===== src/rtl/train_detect.sv =====
// train_detect: axle-counting track-section detector with debounced sensors,
// occupancy counter, hold timer and a ctl_* register target.
// Optional feature: define TRAIN_DET_TOTAL_EN to build the 32-bit entry total
// counter at offset 4.
module train_detect #(
  parameter int unsigned DEB_W  = 8,
  parameter int unsigned CNT_W  = 8,
  parameter int unsigned HOLD_W = 16
) (
  input  logic        clk,
  input  logic        clrn,
  input  logic        sens_in,
  input  logic        sens_out,
  input  logic        ctl_wr,
  input  logic        ctl_rd,
  input  logic [2:0]  ctl_addr,
  input  logic [31:0] ctl_wrdata,
  output logic [31:0] ctl_rddata,
  output logic        train,
  output logic        err
);

  typedef enum logic [1:0] {
    ST_IDLE = 2'd0,
    ST_OCC  = 2'd1,
    ST_HOLD = 2'd2
  } state_t;

  localparam logic [CNT_W-1:0] OCC_MAX = '1;

  logic [1:0]        sync1, sync2, filt, filt_q;
  logic [DEB_W-1:0]  deb_cnt [2];
  logic              ev_in, ev_out;

  logic              enable;
  logic [DEB_W-1:0]  deb_len;
  logic [HOLD_W-1:0] hold_len;
  logic              wr_ctrl, clr;

  state_t            state;
  logic [HOLD_W-1:0] timer;
  logic [CNT_W-1:0]  occ, occ_nxt;
  logic              ovf, ovf_nxt, unf, unf_nxt;
  logic [31:0]       status, rd_mux, total;

  wire unused_wrdata = ^ctl_wrdata;

  assign wr_ctrl = ctl_wr && (ctl_addr == 3'd0);
  assign clr     = wr_ctrl && ctl_wrdata[1];
  assign ev_in   = filt[0] & ~filt_q[0];
  assign ev_out  = filt[1] & ~filt_q[1];

  // Two-flop synchronizers and per-sensor debounce filters.
  always_ff @(posedge clk) begin
    if (!clrn) begin
      sync1  <= '0;
      sync2  <= '0;
      filt   <= '0;
      filt_q <= '0;
      for (int i = 0; i < 2; i++) deb_cnt[i] <= '0;
    end else begin
      sync1  <= {sens_out, sens_in};
      sync2  <= sync1;
      filt_q <= filt;
      for (int i = 0; i < 2; i++) begin
        if (sync2[i] != filt[i]) begin
          if (deb_cnt[i] == deb_len) begin
            filt[i]    <= sync2[i];
            deb_cnt[i] <= '0;
          end else begin
            deb_cnt[i] <= deb_cnt[i] + DEB_W'(1);
          end
        end else begin
          deb_cnt[i] <= '0;
        end
      end
    end
  end

  // Configuration registers.
  always_ff @(posedge clk) begin
    if (!clrn) begin
      enable   <= 1'b0;
      deb_len  <= DEB_W'(4);
      hold_len <= HOLD_W'(10);
    end else if (ctl_wr) begin
      case (ctl_addr)
        3'd0:    enable   <= ctl_wrdata[0];
        3'd1:    deb_len  <= ctl_wrdata[DEB_W-1:0];
        3'd2:    hold_len <= ctl_wrdata[HOLD_W-1:0];
        default: ;
      endcase
    end
  end

  // Next occupancy and saturation flags; clear beats any event.
  always_comb begin
    occ_nxt = occ;
    ovf_nxt = ovf;
    unf_nxt = unf;
    if (clr) begin
      occ_nxt = '0;
      ovf_nxt = 1'b0;
      unf_nxt = 1'b0;
    end else if (enable) begin
      if (ev_in && !ev_out) begin
        if (occ == OCC_MAX) ovf_nxt = 1'b1;
        else                occ_nxt = occ + CNT_W'(1);
      end else if (ev_out && !ev_in) begin
        if (occ == '0) unf_nxt = 1'b1;
        else           occ_nxt = occ - CNT_W'(1);
      end
    end
  end

  // Section FSM; reacts to the new occupancy on the same edge it changes.
  always_ff @(posedge clk) begin
    if (!clrn) begin
      state <= ST_IDLE;
      timer <= '0;
      occ   <= '0;
      ovf   <= 1'b0;
      unf   <= 1'b0;
      train <= 1'b0;
      err   <= 1'b0;
    end else begin
      occ <= occ_nxt;
      ovf <= ovf_nxt;
      unf <= unf_nxt;
      err <= ovf_nxt | unf_nxt;
      if (clr || !enable) begin
        state <= ST_IDLE;
        timer <= '0;
        train <= 1'b0;
      end else begin
        case (state)
          ST_IDLE: begin
            if (occ_nxt != '0) begin
              state <= ST_OCC;
              train <= 1'b1;
            end
          end
          ST_OCC: begin
            if (occ_nxt == '0) begin
              if (hold_len == '0) begin
                state <= ST_IDLE;
                train <= 1'b0;
              end else begin
                state <= ST_HOLD;
                timer <= hold_len;
              end
            end
          end
          ST_HOLD: begin
            timer <= timer - HOLD_W'(1);
            if (ev_in) begin
              state <= ST_OCC;
            end else if (timer == HOLD_W'(1)) begin
              state <= ST_IDLE;
              train <= 1'b0;
            end
          end
          default: begin
            state <= ST_IDLE;
            train <= 1'b0;
          end
        endcase
      end
    end
  end

`ifdef TRAIN_DET_TOTAL_EN
  // Wrap-around count of entry events accepted while enabled.
  always_ff @(posedge clk) begin
    if (!clrn) begin
      total <= '0;
    end else if ((ctl_wr && (ctl_addr == 3'd4)) || clr) begin
      total <= '0;
    end else if (enable && ev_in) begin
      total <= total + 32'd1;
    end
  end
`else
  assign total = '0;
`endif

  // Status word and read mux.
  always_comb begin
    status            = '0;
    status[CNT_W-1:0] = occ;
    status[16]        = train;
    status[17]        = ovf;
    status[18]        = unf;
    status[21:20]     = state;
    rd_mux            = '0;
    case (ctl_addr)
      3'd0:    rd_mux[0]          = enable;
      3'd1:    rd_mux[DEB_W-1:0]  = deb_len;
      3'd2:    rd_mux[HOLD_W-1:0] = hold_len;
      3'd3:    rd_mux             = status;
      3'd4:    rd_mux             = total;
      default: rd_mux             = '0;
    endcase
  end

  // Registered read data, held between reads.
  always_ff @(posedge clk) begin
    if (!clrn)       ctl_rddata <= '0;
    else if (ctl_rd) ctl_rddata <= rd_mux;
  end

endmodule


===== config.mk =====
export PLATFORM = sky130hd
export DESIGN_NAME = train_detect
export DESIGN_NICKNAME = d
export VERILOG_FILES = /design/src/rtl/train_detect.sv
export SDC_FILE = /design/constraint.sdc
export NUM_CORES = 1
export LEC_CHECK = 0
export ABC_CLOCK_PERIOD_IN_PS = 4100
export BUFFER_PORTS_ARGS = -buffer_cell sky130_fd_sc_hd__buf_2
export CORE_ASPECT_RATIO = 1.5
export CORE_UTILIZATION = 32
export DETAILED_ROUTE_END_ITERATION = 16
export PLACE_DENSITY = 0.55
export SETUP_SLACK_MARGIN = 0.1
export SYNTH_ARGS = -nofsm -noshare
export SYNTH_HDL_FRONTEND = slang
export SYNTH_SLANG_ARGS = --single-unit

===== constraint.sdc =====
create_clock -name clk -period 4.1 [get_ports clk]
set_input_delay 0.615 -clock clk [delete_from_list [all_inputs] [get_ports clk]]
set_output_delay 0.615 -clock clk [all_outputs]
set_load 0.01 [all_outputs]

==> metrics.csv <==
stage,metric,value,unit
detailed_routing,drtIter0Drc,292,
sta,slew_viol_final,0,
final_layout,area_delta_synth_final,12.4,%
detailed_routing,vias,4585,
synthesis,netlist_area,5220,um^2
outcome,status,completed,
setup_path,crit_path_end_kind,flop,
setup_path,crit_fanout,17,
clock_tree,holdBufCountCts,0,
synthesis,ys_seq_elements,100,
sta,slew_headroom,48.8,%
pwr,power_density,344,nW/um^2
sta,hold_viol,0,
final_layout,num_antenna_cells,0,
synthesis,synth-main-ff-cell,dfxtp_1,
final_layout,nets,707,
detailed_routing,drt-vias-per-instance,5.29,
pwr,fin_total_pwr,2.01,mW
final_layout,drive_gt1_share,13.1,%
sta,finalSetupTns,0,ns
placement,place.gp.congestion,0.891,
clock_tree,cts_root_buf,clkbuf_16,
pwr,vdd_ir_drop_max,177,uV
pwr,p_leak,2.31,nW
detailed_routing,m1WireLength,5610,um
synthesis,synth_top_cell_by_area,dfxtp_1,
detailed_routing,remaining_drc_errors,0,
clock_tree,cts.path.max_buffers,2,
synthesis,netlist_instances,615,
detailed_routing,drtAntennaViolNets,0,
setup_path,critPathKind,flop to flop,
die,die_w,106,um
detailed_routing,routedWlPerCell,16.3,um
synthesis,async_reset_ff_share,0,%
detailed_routing,met2_length,7320,um
clock_tree,post-cts-setup-buffer-count,0,
clock_tree,tritoncts,yes,
sta,worst_slew_pin_slew,0.768,ns
die,core-area,15800,um^2
sta,period_share,85.5,%
synthesis,synth_area_leaders,"dfxtp_1 32%, edfxtp_1 9.2%, nor2_1 6.3%, nand2_1 5.0%, xor2_1 4.9%",
sta,min_period,3.51,ns
synthesis,synth.top_cell.area_share,32.2,%
detailed_routing,drt-total-wl,14100,um
flow_run,drv_cap,0,
clock_tree,cts.sinks,100,
clock_tree,cts-resized-gates,0,
detailed_routing,drtPass1Iterations,5,
global_route,grt_remaining_overflow,0,
die,rows,56,
clock_tree,cts.htree.levels,3,
global_route,grt_pass1_vias,4466,
clock_tree,cts_buffers,9,
die,die_h,158,um
placement,portBuffers,47,
synthesis,yosysWarnings,0,
sta,finalClockSkew,0.0125,ns
sta,rsz0062_at_grt,no,
sta,setup_viol,0,
synthesis,ys_types,65,
detailed_routing,top_layer,met4,
detailed_routing,wl_met3,572,um
synthesis,synth-edff-count,16,
min_path,hold_class,flop to flop,
die,initial_utilization,33.1,%
synthesis,avgSynthCellArea,8.48,um^2
setup_path,worst_ep_arrival_time,3.71,ns
global_route,antenna_found_initial,0,
synthesis,synth.yosys.seq_area_share,41.4,%
placement,dpl.hpwl,10600,um
sta,fmax,0.285,GHz
clock_tree,clk_latency,0.35,ns
global_route,grt_pass1_wl,22500,um
global_route,grt_max_degree,44,
setup_path,start_kind,flop,
die,ios,75,
setup_path,r2r_setup_slack,0.59,ns
die,die_area,16800,um^2
clock_tree,path_clk_slew,0.08,ns
global_route,grt_usage,17.3,%
setup_path,required,4.31,ns
[flip-flops by register name, indices dropped and copies added (netlist names), 2 cells and up]
register	count
deb_len	8
occ	8
filt	2
sync2	2
hold_len	16
filt_q	2
timer	16
state	2
ctl_rddata	21
sync1	2
deb_cnt	16
[synth_stat cells, types with 6 or more instances]
master / instances
clkbuf_1: 26
and2_1: 9
a21oi_1: 50
nand2_1: 70
dfxtp_1: 84
mux2_2: 6
o21ai_0: 14
or3_1: 6
and3_1: 6
ha_1: 7
nor3_1: 12
nor4_1: 20
o21a_1: 6
a22oi_1: 21
nand3_1: 23
buf_4: 13
nor2_1: 87
inv_1: 13
xnor2_1: 8
xor2_1: 29
a211oi_1: 10
edfxtp_1: 16
[kinds of logic (layout without fill, tap and decap cells)]
| kind of cell | Yosys count | after routing | synth area share, % |
|---|---|---|---|
| xor gates and xnor gates | 37 | 37 | 6.21 |
| and+or+nand+nor | 268 | 268 | 25.8 |
| adders and majority gates | 7 | 7 | 1.68 |
| buffers and inverters | 58 | 82 | 6.04 |
| DFF | 100 | 100 | 41.4 |
| other | 2 | 27 | 0.144 |
| AOI/OAI and AO/OA | 133 | 133 | 16.4 |
| muxes | 10 | 10 | 2.30 |
[critical path: stages, from the launching register on]
cell and delay (ns):
dfxtp_1 0.53, ha_1 0.37, nand4_4 0.15, nor4_1 0.36, nor4_1 0.09, a31oi_1 0.26, o211ai_1 0.21, or4b_1 0.89
nor4_1 0.42, a211oi_1 0.09
[through the flow]
step	area [um^2]	setup WS (ns)	hold slack (ns)	utilization, %	instances
finish	5860	0.594	0.434	37.2	867
global route	5860	0.431	0.463	37.2	867
CTS	5860	0.694	0.442	37.2	867
detailed placement	5580	0.432	0.425	35.4	851
global placement	5580	0.464	0.419	35.4	851
floorplan	5310	1.18	0.412	-	640
[layer usage]
layer / vias to the layer above / GRT usage (%)
met3: 44 / 2.62
met5: - / 0
met1: 2163 / 18.9
met2: 147 / 31.4
li1: 2231 / -
met4: 0 / 10.2
[placed cells by master, fill, tap and decap left out, types with 4 or more instances in the layout]
cell       Yosys  layout
a211oi_1      10      10
conb_1         2      27
buf_4         13       6
buf_2          0      47
a22oi_1       21      21
mux2_2         6       6
o211ai_1       4       4
a31oi_1        5       5
nor3_1        12      12
or3_1          6       6
o21ai_0       14      14
xor2_1        29      29
and3_1         6       6
nor4_1        20      20
nor2_1        87      87
a21oi_1       50      50
and2_1         9       9
xnor2_1        8       8
nand3_1       23      23
nand2_1       70      70
o21a_1         6       6
or4_1          4       4
dfxtp_1       84      84
ha_1           7       7
clkbuf_16      0       9
inv_1         13      13
nand4_1        5       5
nor2b_1        5       5
edfxtp_1      16      16
[final cells by class]
type	instances	area, um^2
Fill cell	1668	9900
Multi-Input combinational cell	482	2830
Sequential cell	100	2160
Timing Repair Buffer	53	280
Tap cell	203	254
Clock buffer	10	229
Clock inverter	6	53.8
Inverter	13	48.8
[power by group]
part	total, mW	internal, mW	switching, mW
Combinational	0.152	0.0542	0.0980
Clock	0.827	0.423	0.404
Sequential	1.03	1.01	0.0221
[final timing paths]
kind	start	endpoint	cells after the start
hold / removal	sync1[1]$_SDFF_PN0_	sync2[1]$_SDFF_PN0_	1
hold reg to reg	sync1[1]$_SDFF_PN0_	sync2[1]$_SDFF_PN0_	1
setup / recovery	occ[1]$_SDFF_PN0_	timer[4]$_SDFFE_PP0P_	9
setup reg to reg	occ[1]$_SDFF_PN0_	timer[4]$_SDFFE_PP0P_	9
Power figures use the tool's default switching activity.
